$ cat src/rtl/sd_spi_cmd_engine.sv
// -----------------------------------------------------------------------------
// sd_spi_cmd_engine
//
// SD-card SPI-mode command engine. For each request it optionally sends the
// power-up preamble (CS high, MOSI high), frames and shifts out one 48-bit
// command {01, index, argument, crc7, 1} MSB first, waits a bounded number of
// clocks for the card's response start bit, captures an R1 (8-bit) or R3/R7
// (40-bit) response and finishes with trailing clocks with CS high.
//
// Build option:
//   SD_CRC7_EN  defined   -> crc7 computed over the first 40 frame bits
//               undefined -> crc7 from a small table (CMD0, CMD8, else 7'h7F)
//
// Ports:
//   CLOCK_27   in   system clock (27 MHz)
//   RST        in   asynchronous, active-high reset
//   start      in   one-cycle request, accepted only while busy = 0
//   init       in   with start: prepend INIT_CLKS preamble clocks
//   cmd_index  in   with start: 6-bit command index
//   cmd_arg    in   with start: 32-bit command argument
//   resp_long  in   with start: 0 = R1 (8 bits), 1 = R3/R7 (40 bits)
//   busy       out  high from the cycle after acceptance until done
//   done       out  one-cycle pulse at the end of the transaction
//   timeout    out  valid with done: no response start bit seen
//   resp       out  response, right-justified (R1 in resp[7:0])
//   sdclk      out  SPI clock, mode 0, idle low
//   mosi       out  data to card
//   miso       in   data from card
//   cs_n       out  chip select, active low
// -----------------------------------------------------------------------------
module sd_spi_cmd_engine #(
    parameter int DIV_POW2     = 6,
    parameter int INIT_CLKS    = 80,
    parameter int NCR_MAX_CLKS = 64,
    parameter int POST_CLKS    = 8
) (
    input  logic        CLOCK_27,
    input  logic        RST,
    input  logic        start,
    input  logic        init,
    input  logic [5:0]  cmd_index,
    input  logic [31:0] cmd_arg,
    input  logic        resp_long,
    output logic        busy,
    output logic        done,
    output logic        timeout,
    output logic [39:0] resp,
    output logic        sdclk,
    output logic        mosi,
    input  logic        miso,
    output logic        cs_n
);

    localparam int FRAME_BITS = 48;
    localparam int CNT_MAX_A  = (INIT_CLKS > NCR_MAX_CLKS) ? INIT_CLKS : NCR_MAX_CLKS;
    localparam int CNT_MAX_B  = (POST_CLKS > FRAME_BITS) ? POST_CLKS : FRAME_BITS;
    localparam int CNT_MAX    = (CNT_MAX_A > CNT_MAX_B) ? CNT_MAX_A : CNT_MAX_B;
    localparam int CNT_W      = $clog2(CNT_MAX + 1);

    localparam logic [CNT_W-1:0] CNT_ZERO  = {CNT_W{1'b0}};
    localparam logic [CNT_W-1:0] CNT_ONE   = CNT_W'(32'd1);
    localparam logic [CNT_W-1:0] CNT_SAT   = {CNT_W{1'b1}};
    localparam logic [CNT_W-1:0] INIT_LAST = CNT_W'(INIT_CLKS - 32'd1);
    localparam logic [CNT_W-1:0] NCR_LAST  = CNT_W'(NCR_MAX_CLKS - 32'd1);
    localparam logic [CNT_W-1:0] POST_END  = CNT_W'(POST_CLKS);
    localparam logic [CNT_W-1:0] FRAME_END = CNT_W'(FRAME_BITS);
    // Response bit counts include the start bit taken in WAIT.
    localparam logic [CNT_W-1:0] R1_LAST   = CNT_W'(32'd7);
    localparam logic [CNT_W-1:0] R3_LAST   = CNT_W'(32'd39);

    // Rise at half-count, fall at wrap: 50 % duty, low phase first.
    localparam logic [DIV_POW2-1:0] DIV_RISE = {1'b0, {(DIV_POW2-1){1'b1}}};
    localparam logic [DIV_POW2-1:0] DIV_FALL = {DIV_POW2{1'b1}};
    localparam logic [DIV_POW2-1:0] DIV_ONE  = DIV_POW2'(32'd1);

    typedef enum logic [2:0] {
        ST_IDLE = 3'd0,
        ST_INIT = 3'd1,
        ST_SEND = 3'd2,
        ST_WAIT = 3'd3,
        ST_RECV = 3'd4,
        ST_POST = 3'd5
    } state_t;

`ifdef SD_CRC7_EN
    // Bit-serial CRC7 (x^7 + x^3 + 1) over the 40 leading frame bits, MSB first.
    function automatic logic [6:0] crc7_serial(input logic [39:0] bits);
        logic [6:0] crc;
        logic       fb;
        crc = 7'h00;
        for (int i = 39; i >= 0; i--) begin
            fb  = bits[i] ^ crc[6];
            crc = {crc[5:0], 1'b0};
            if (fb) begin
                crc = crc ^ 7'h09;
            end else begin
                crc = crc;
            end
        end
        return crc;
    endfunction
`else
    // Only CMD0 and CMD8 need a valid CRC in SPI mode; everything else gets 7'h7F.
    function automatic logic [6:0] crc7_lookup(input logic [5:0] idx);
        logic [6:0] crc;
        case (idx)
            6'd0:    crc = 7'h4A;
            6'd8:    crc = 7'h43;
            default: crc = 7'h7F;
        endcase
        return crc;
    endfunction
`endif

    state_t                state_r, state_s;
    logic [DIV_POW2-1:0]   div_cnt_r, div_cnt_s;
    logic [CNT_W-1:0]      cnt_r, cnt_s, cnt_inc_s;
    logic [FRAME_BITS-1:0] shift_r, shift_s;
    logic                  long_r, long_s;
    logic                  busy_r, busy_s;
    logic                  done_r, done_s;
    logic                  timeout_r, timeout_s;
    logic [39:0]           resp_r, resp_s;
    logic                  sdclk_r, sdclk_s;
    logic                  mosi_r, mosi_s;
    logic                  cs_n_r, cs_n_s;
    logic                  rise_s, fall_s;
    logic [6:0]            crc_s;
    logic [CNT_W-1:0]      rx_last_s;

    // Strobes, saturating counter increment and frame CRC.
    always_comb begin
        rise_s    = (state_r != ST_IDLE) && (div_cnt_r == DIV_RISE);
        fall_s    = (state_r != ST_IDLE) && (div_cnt_r == DIV_FALL);
        cnt_inc_s = (cnt_r == CNT_SAT) ? cnt_r : (cnt_r + CNT_ONE);
        rx_last_s = long_r ? R3_LAST : R1_LAST;
`ifdef SD_CRC7_EN
        crc_s     = crc7_serial({2'b01, cmd_index, cmd_arg});
`else
        crc_s     = crc7_lookup(cmd_index);
`endif
    end

    // Next-state and next-output logic.
    always_comb begin
        state_s   = state_r;
        cnt_s     = cnt_r;
        shift_s   = shift_r;
        long_s    = long_r;
        busy_s    = busy_r;
        done_s    = 1'b0;
        timeout_s = timeout_r;
        resp_s    = resp_r;
        mosi_s    = mosi_r;
        cs_n_s    = cs_n_r;
        div_cnt_s = (state_r == ST_IDLE) ? {DIV_POW2{1'b0}} : (div_cnt_r + DIV_ONE);

        if (state_r == ST_IDLE) begin
            sdclk_s = 1'b0;
        end else if (rise_s) begin
            sdclk_s = 1'b1;
        end else if (fall_s) begin
            sdclk_s = 1'b0;
        end else begin
            sdclk_s = sdclk_r;
        end

        case (state_r)
            ST_IDLE: begin
                mosi_s = 1'b1;
                cs_n_s = 1'b1;
                if (start) begin
                    state_s   = init ? ST_INIT : ST_SEND;
                    cnt_s     = CNT_ZERO;
                    shift_s   = {2'b01, cmd_index, cmd_arg, crc_s, 1'b1};
                    long_s    = resp_long;
                    busy_s    = 1'b1;
                    timeout_s = 1'b0;
                    resp_s    = 40'h00_0000_0000;
                end else begin
                    state_s = ST_IDLE;
                end
            end
            ST_INIT: begin
                if (rise_s) begin
                    if (cnt_r == INIT_LAST) begin
                        state_s = ST_SEND;
                        cnt_s   = CNT_ZERO;
                    end else begin
                        cnt_s = cnt_inc_s;
                    end
                end else if (fall_s) begin
                    mosi_s = 1'b1;
                    cs_n_s = 1'b1;
                end else begin
                    cnt_s = cnt_r;
                end
            end
            ST_SEND: begin
                // CS drops together with the first frame bit, so every clock
                // before it (preamble or lead-in) is seen with CS high.
                if (fall_s) begin
                    if (cnt_r != FRAME_END) begin
                        mosi_s  = shift_r[FRAME_BITS-1];
                        shift_s = {shift_r[FRAME_BITS-2:0], 1'b1};
                        cnt_s   = cnt_inc_s;
                        cs_n_s  = 1'b0;
                    end else begin
                        cnt_s = cnt_r;
                    end
                end else if (rise_s) begin
                    // Leave once the card has clocked in the last frame bit.
                    if (cnt_r == FRAME_END) begin
                        state_s = ST_WAIT;
                        cnt_s   = CNT_ZERO;
                    end else begin
                        cnt_s = cnt_r;
                    end
                end else begin
                    cnt_s = cnt_r;
                end
            end
            ST_WAIT: begin
                if (rise_s) begin
                    if (miso == 1'b0) begin
                        // Start bit is the response MSB; checked before the
                        // limit so a start bit on the last sample still counts.
                        state_s = ST_RECV;
                        resp_s  = {resp_r[38:0], miso};
                        cnt_s   = CNT_ONE;
                    end else if (cnt_r == NCR_LAST) begin
                        state_s   = ST_POST;
                        timeout_s = 1'b1;
                        resp_s    = 40'h00_0000_0000;
                        cnt_s     = CNT_ZERO;
                    end else begin
                        cnt_s = cnt_inc_s;
                    end
                end else if (fall_s) begin
                    mosi_s = 1'b1;
                    cs_n_s = 1'b0;
                end else begin
                    cnt_s = cnt_r;
                end
            end
            ST_RECV: begin
                if (rise_s) begin
                    resp_s = {resp_r[38:0], miso};
                    if (cnt_r == rx_last_s) begin
                        state_s = ST_POST;
                        cnt_s   = CNT_ZERO;
                    end else begin
                        cnt_s = cnt_inc_s;
                    end
                end else if (fall_s) begin
                    mosi_s = 1'b1;
                    cs_n_s = 1'b0;
                end else begin
                    cnt_s = cnt_r;
                end
            end
            ST_POST: begin
                if (rise_s) begin
                    cnt_s = cnt_inc_s;
                end else if (fall_s) begin
                    mosi_s = 1'b1;
                    cs_n_s = 1'b1;
                    // Finish on the fall after the last trailing clock so
                    // sdclk is already low when returning to IDLE.
                    if (cnt_r == POST_END) begin
                        state_s = ST_IDLE;
                        cnt_s   = CNT_ZERO;
                        done_s  = 1'b1;
                        busy_s  = 1'b0;
                    end else begin
                        cnt_s = cnt_r;
                    end
                end else begin
                    cnt_s = cnt_r;
                end
            end
            default: begin
                state_s = ST_IDLE;
                cnt_s   = CNT_ZERO;
                busy_s  = 1'b0;
                mosi_s  = 1'b1;
                cs_n_s  = 1'b1;
            end
        endcase
    end

    // FSM state register.
    always_ff @(posedge CLOCK_27 or posedge RST) begin
        if (RST) begin
            state_r <= ST_IDLE;
        end else begin
            state_r <= state_s;
        end
    end

    // Datapath and output registers.
    always_ff @(posedge CLOCK_27 or posedge RST) begin
        if (RST) begin
            div_cnt_r <= {DIV_POW2{1'b0}};
            cnt_r     <= CNT_ZERO;
            shift_r   <= {FRAME_BITS{1'b1}};
            long_r    <= 1'b0;
            busy_r    <= 1'b0;
            done_r    <= 1'b0;
            timeout_r <= 1'b0;
            resp_r    <= 40'h00_0000_0000;
            sdclk_r   <= 1'b0;
            mosi_r    <= 1'b1;
            cs_n_r    <= 1'b1;
        end else begin
            div_cnt_r <= div_cnt_s;
            cnt_r     <= cnt_s;
            shift_r   <= shift_s;
            long_r    <= long_s;
            busy_r    <= busy_s;
            done_r    <= done_s;
            timeout_r <= timeout_s;
            resp_r    <= resp_s;
            sdclk_r   <= sdclk_s;
            mosi_r    <= mosi_s;
            cs_n_r    <= cs_n_s;
        end
    end

    assign busy    = busy_r;
    assign done    = done_r;
    assign timeout = timeout_r;
    assign resp    = resp_r;
    assign sdclk   = sdclk_r;
    assign mosi    = mosi_r;
    assign cs_n    = cs_n_r;

endmodule
$ cat config.mk
export PLATFORM = sky130hd
export DESIGN_NAME = sd_spi_cmd_engine
export DESIGN_NICKNAME = d
export VERILOG_FILES = /design/src/rtl/sd_spi_cmd_engine.sv
export SDC_FILE = /design/constraint.sdc
export NUM_CORES = 1
export LEC_CHECK = 0
export CAP_MARGIN = 25
export CORE_MARGIN = 8
export CORE_UTILIZATION = 30
export CTS_BUF_LIST = sky130_fd_sc_hd__clkbuf_16
export DETAILED_ROUTE_END_ITERATION = 16
export PLACE_DENSITY = 0.53
export SYNTH_ARGS = -nofsm -noshare
export SYNTH_HDL_FRONTEND = slang
export SYNTH_SLANG_ARGS = --single-unit
$ cat constraint.sdc
create_clock -name CLOCK_27 -period 6 [get_ports CLOCK_27]
set_input_delay 1.8 -clock CLOCK_27 [delete_from_list [all_inputs] [get_ports CLOCK_27]]
set_output_delay 1.8 -clock CLOCK_27 [all_outputs]
set_load 0.01 [all_outputs]
==> results of run 1 <==
[critical path, delay by kind of cell]
family                 cells  cell delay (ps)
AOI/OAI and AO/OA          2              680
buffers and inverters      2             1130
muxes                      1              250
and+or+nand+nor            1              190
[logic make-up after synthesis]
kind of cell    after synthesis
xor+xnor                      5
compound gates              107
fa+ha+maj                     3
simple gates                167
mux                          80
buf+inv                      87
flops                       110
[power breakdown]
group	internal [mW]	switching, mW
Combinational	0.473	0.617
Clock	0.335	0.287
Sequential	1.04	0.160
[worst max-delay path by stage]
stage,slack (ps),from,to
after floorplan,1380,RST,busy
after global placement,1910,start,resp[26]
after detailed placement,1830,start,resp[20]
after CTS,2210,start,resp[20]
after global routing,1980,start,resp[18]
final,2210,start,resp[20]
[per-layer routing]
| metal | global-route usage (%) | up-vias | routed length [µm] |
|---|---|---|---|
| li1 | - | 2063 | - |
| met1 | 14.7 | 2006 | 5950 |
| met2 | 18.6 | 91 | 6030 |
| met3 | 3.42 | 11 | 720 |
| met4 | 3.58 | 0 | 148 |
| met5 | 0 | - | 0 |
[area by class of cell]
class | count | area, µm² | share of cell area [%]
clock inverters | 5 | 36.3 | 0.521
inverters | 52 | 198 | 2.84
clock buffers | 11 | 275 | 3.95
well taps | 229 | 287 | 4.11
repair buffers | 98 | 978 | 14.0
flip-flops and latches | 110 | 2810 | 40.4
multi-input cells | 362 | 2380 | 34.2
[flip-flops by register name, summed over array words and instances (netlist names), 3 cells and up]
signal	cells
resp	40
shift_r	47
cnt_r	7
state_r	3
div_cnt_r	6
[stage by stage]
step                util [%]  instances  hold WS [ps]
finish                  38.7        867           466
global route            38.7        867           492
CTS                     38.5        866           468
detailed placement      36.8        850           455
floorplan                  -        559           439
global placement        36.8        850           449
[placed cells by master, fill, tap and decap left out, drive strengths merged, types with 3 or more instances in the layout]
| cell type | instances |
|---|---|
| nand2 | 91 |
| clkdlybuf4s50 | 89 |
| mux2i | 77 |
| dfrtp | 61 |
| inv | 55 |
| dfstp | 49 |
| o21ai | 46 |
| a21oi | 22 |
| nor2 | 21 |
| clkbuf | 11 |
| nor3 | 9 |
| buf | 9 |
| nand3 | 6 |
| and3 | 6 |
| o211ai | 6 |
| a31oi | 6 |
| nor2b | 5 |
| nor4 | 5 |
| and2 | 4 |
| a22o | 4 |
| o32ai | 3 |
| o31ai | 3 |
| a21o | 3 |
| mux2 | 3 |
| xor2 | 3 |
| ha | 3 |
| nor3b | 3 |
==> flow_summary.json, run 1 <==
{
  "fill_cells": 1799,
  "synth-simple-area-share_pct": 14.5,
  "synth_top_family_by_area": "multiplexers",
  "num_rows": 49,
  "drv_slew": 0,
  "grt-ovfl-total": 0,
  "reg2reg_to": "resp[20]",
  "hold_path_startpoint": "shift_r[2]",
  "rrSetupSlack_ps": 2980,
  "reg2reg_from": "div_cnt_r[0]",
  "drive_above_1_share_pct": 13.5,
  "synth-seq-cells": 110,
  "cts_root_buffer": "clkbuf_16",
  "cp.required_ps": 6270,
  "crit_type": "input port to flop",
  "slew_headroom_pct": 43.9,
  "post-cts-setup-buffers": 0,
  "cpPeakStageDelay_ps": 590,
  "synthArstFlopShare_pct": 100,
  "clockBufferDepth": 2,
  "slowest_stage": "clkdlybuf4s50_1",
  "fin_setup_tns_ps": 0,
  "synth-seq-area-share_pct": 50.9,
  "hold_buffers": 0,
  "path_cells": "clkdlybuf4s50_1 > nor2b_1 > o21ai_0 > a21oi_4 > buf_4 > mux2i_1",
  "ys_types": 57,
  "synth_compound_area_share_pct": 12.1,
  "grt_max_degree": 52,
  "placed_area_um2": 6630,
  "layout_setup_ws_ps": 2210,
  "nNetsFinal": 680,
  "min_period_ps": 3790,
  "syn-instance-count": 559,
  "yosys-top-cells-count": "91 x nand2_1, 77 x mux2i_1, 61 x dfrtp_1, 52 x inv_1, 49 x dfstp_2",
  "synth_xor_area_share_pct": 0.793,
  "first_pass_iters": 4,
  "die_x_um": 152,
  "drc": 0,
  "core_area_um2": 18000,
  "hold_end": "shift_r[2]",
  "min_path_cells": 2,
  "synth.most_common_cell": "nand2_1",
  "grt_pass1_vias": 4287,
  "dp_hpwl_mm": 9.05,
  "skew_ps": 13.1,
  "die-area_um2": 23000,
  "hold_viol_final": 0,
  "grt_usage_pct": 11.6,
  "ff2ff_path_depth": 7,
  "cts_resized": 0,
  "clock_latency_ps": 350,
  "synthFlopType": "dfrtp_1",
  "drt-total-wl_mm": 12.8,
  "crit_fanout": 29,
  "cts_tree": "built",
  "drtIter0Drc": 182,
  "vias": 4171,
  "post-synth-top-area-cell": "dfrtp_1",
  "maxCapViolCount": 0,
  "synth_fa_ha_area_share_pct": 0.679,
  "hold_class": "flop to flop",
  "outcome": "completed",
  "clk_pin_slew_ps": 80,
  "die_h_um": 152,
  "n_antenna_cell": 0,
  "synth_warnings": 0,
  "synth_top_area_share_pct": 27.6,
  "initial_core_util_pct": 30.7,
  "synth_edf_count": 0,
  "area_growth_pct": 26.2,
  "synth_area_leaders": "dfrtp_1 28%, dfstp_2 23%, mux2i_1 14%",
  "syn-num-nets": 606,
  "crit_path_start_kind": "input port",
  "arrival_ps": 4060,
  "rsz0062_at_grt": "false",
  "detail_route.wl_per_cell_um": 14.8,
  "worstMarginPinSlew_ps": 835,
  "synthMuxAreaShare_pct": 14.6,
  "ios": 90,
  "dp_slack_ps": 1830,
  "power.density_nw_per_um2": 418,
  "vias_per_cell": 4.81,
  "setup_violations": 0,
  "grt_pass1_wl_mm": 21.6,
  "vdd_drop_max_uv": 222,
  "antenna_found_initial": 0,
  "avgSynthCellArea_um2": 9.88,
  "finalPower_mw": 2.92,
  "total_leakage_power_nw": 2.78,
  "fmax_mhz": 264,
  "numCtsBuffers": 9,
  "syn_area_um2": 5530,
  "cp-end-kind": "flop",
  "numPortBuffers": 89,
  "final_area_um2": 6970,
  "gp_congestion": 0.791,
  "cts.sinks": 110,
  "antenna_left": 0,
  "cts_max_level": 3,
  "fin_crit_sh_pct": 63.2
}
No activity file was read; power rests on OpenSTA's default activity.
==> run 2, diff against run 1 <==
- clock period: 6 -> 3.6 ns (I/O delays scaled with it)
==> run 2 against run 1 <==
Net effect: critical path depth stayed put; clock skew is 4.7 ps lower; non-clock buffer count stayed put; power is 68% higher; sequential power is 65% higher; global-route usage hardly changed; hold slack hardly changed; core utilization is 0.19 points higher; routed wire length is 0.62% higher; largest power group unchanged.
==> flow_summary.json, run 2 (synthesis results as in run 1) <==
{
  "outcome": "completed",
  "die-area_um2": 23000,
  "setup_violations": 0,
  "largest_register": "shift_r",
  "cp.required_ps": 3880,
  "crit_path_end": "cnt_r[0]",
  "antenna_left": 0,
  "nNetsFinal": 680,
  "numPortBuffers": 89,
  "min_period_ps": 2750,
  "vdd_drop_max_uv": 325,
  "grt-ovfl-total": 0,
  "cts.sinks": 110,
  "crit_path_start_kind": "input port",
  "crit_type": "input port to flop",
  "path_cells": "clkdlybuf4s50_1 > nor4_1 > a311oi_1 > o2111a_1 > and2_1 > a32o_1",
  "gp_congestion": 0.767,
  "n_antenna_cell": 0,
  "rsz0062_at_grt": "false",
  "slowest_stage": "clkdlybuf4s50_1",
  "crit_fanout": 8,
  "first_pass_iters": 4,
  "min_path_cells": 2,
  "grt_pass1_vias": 4284,
  "num_rows": 49,
  "post-cts-setup-buffers": 0,
  "hold_class": "flop to flop",
  "hold_buffers": 0,
  "die_h_um": 152,
  "cts_tree": "built",
  "vias_per_cell": 4.84,
  "drc": 0,
  "fill_cells": 1799,
  "clock_latency_ps": 350,
  "cts_max_level": 3,
  "detail_route.wl_per_cell_um": 14.9,
  "drtIter0Drc": 256,
  "ios": 90,
  "grt_max_degree": 90,
  "clockBufferDepth": 2,
  "mostFrequentLayoutCells": "91 x nand2_1, 89 x clkdlybuf4s50_1, 77 x mux2i_1, 61 x dfrtp_1, 51 x inv_1",
  "reg2reg_to": "cnt_r[0]",
  "slew_headroom_pct": 53.9,
  "initial_core_util_pct": 30.7,
  "multi_input_area_um2": 2380,
  "rrSetupSlack_ps": 980,
  "dp_hpwl_mm": 9.01,
  "core_area_um2": 18000,
  "die_x_um": 152,
  "reg2reg_from": "state_r[2]",
  "drt-total-wl_mm": 12.9,
  "area_growth_pct": 26.8,
  "drv_slew": 0,
  "maxCapViolCount": 0,
  "arrival_ps": 3030,
  "ff2ff_path_depth": 6,
  "fin_crit_sh_pct": 76.5,
  "cts_root_buffer": "clkbuf_16",
  "fin_setup_tns_ps": 0,
  "grt_pass1_wl_mm": 21.5,
  "grt_usage_pct": 11.5,
  "numCtsBuffers": 9,
  "largest_reg_flops": 47,
  "drive_above_1_share_pct": 13.8,
  "fmax_mhz": 363,
  "dp_slack_ps": 520,
  "mostFrequentLayoutCell": "nand2_1",
  "skew_ps": 8.38,
  "antenna_found_initial": 0,
  "cpPeakStageDelay_ps": 610,
  "vias": 4194,
  "worstMarginPinSlew_ps": 691,
  "cp-end-kind": "flop",
  "clk_pin_slew_ps": 70,
  "total_leakage_power_nw": 2.78,
  "layout_setup_ws_ps": 846,
  "cts_resized": 0,
  "power.density_nw_per_um2": 701,
  "finalPower_mw": 4.91,
  "critPathLaunch": "start",
  "hold_viol_final": 0,
  "regArea_um2": 2810
}
[run 2: cell count changes in the layout (fill, tap and decap cells not counted), sizes merged]
cell      before  now
clkinv         2    1
clkbuf        11    9
clkinvlp       0    2
bufinv         0    2
inv           55   54
[run 2: area by class of cell]
type                       count  share of cell area, %
clock buffer                   9                   3.22
clock inverter                 7                   1.45
tap                          229                   4.09
timing repair buffer          98                   14.2
multi-input combinational    362                   34.0
sequential                   110                   40.2
inverter                      52                   2.84
[run 2: how the worst min path moves through the flow]
stage | startpoint | endpoint
after floorplan | shift_r[7] | shift_r[7]
after global placement | shift_r[2] | shift_r[2]
after global routing | shift_r[1] | shift_r[1]
after CTS | shift_r[7] | shift_r[7]
after detailed placement | shift_r[7] | shift_r[7]
final | shift_r[7] | shift_r[7]
[run 2: metrics by stage]
step	util (%)	hold slack (ps)	cells	area [µm²]
3_5_place_dp	37.0	454	851	6680
3_3_place_gp	37.0	452	851	6680
6_report	38.9	466	867	7000
5_1_grt	38.9	485	867	7000
4_1_cts	38.9	466	867	7000
2_1_floorplan	-	439	559	5530
[run 2: power by group]
part | switching (mW) | leakage (nW) | internal [mW]
sequential | 0.245 | 1.35 | 1.74
combinational | 1.05 | 1.27 | 0.778
clock | 0.484 | 0.158 | 0.620
total | 1.78 | 2.78 | 3.13
[run 2: critical path: cells and delay by family]
| family | cells | cell delay, ps |
|---|---|---|
| AOI/OAI and AO/OA | 3 | 910 |
| buffers and inverters | 1 | 610 |
| and+or+nand+nor | 2 | 430 |
[run 2: routing by layer]
metal	vias up	GRT usage [%]	wire length, µm
li1	2057	-	-
met1	2029	14.9	6010
met2	97	18.3	6020
met3	11	3.24	747
met4	0	3.67	155
met5	-	0	0
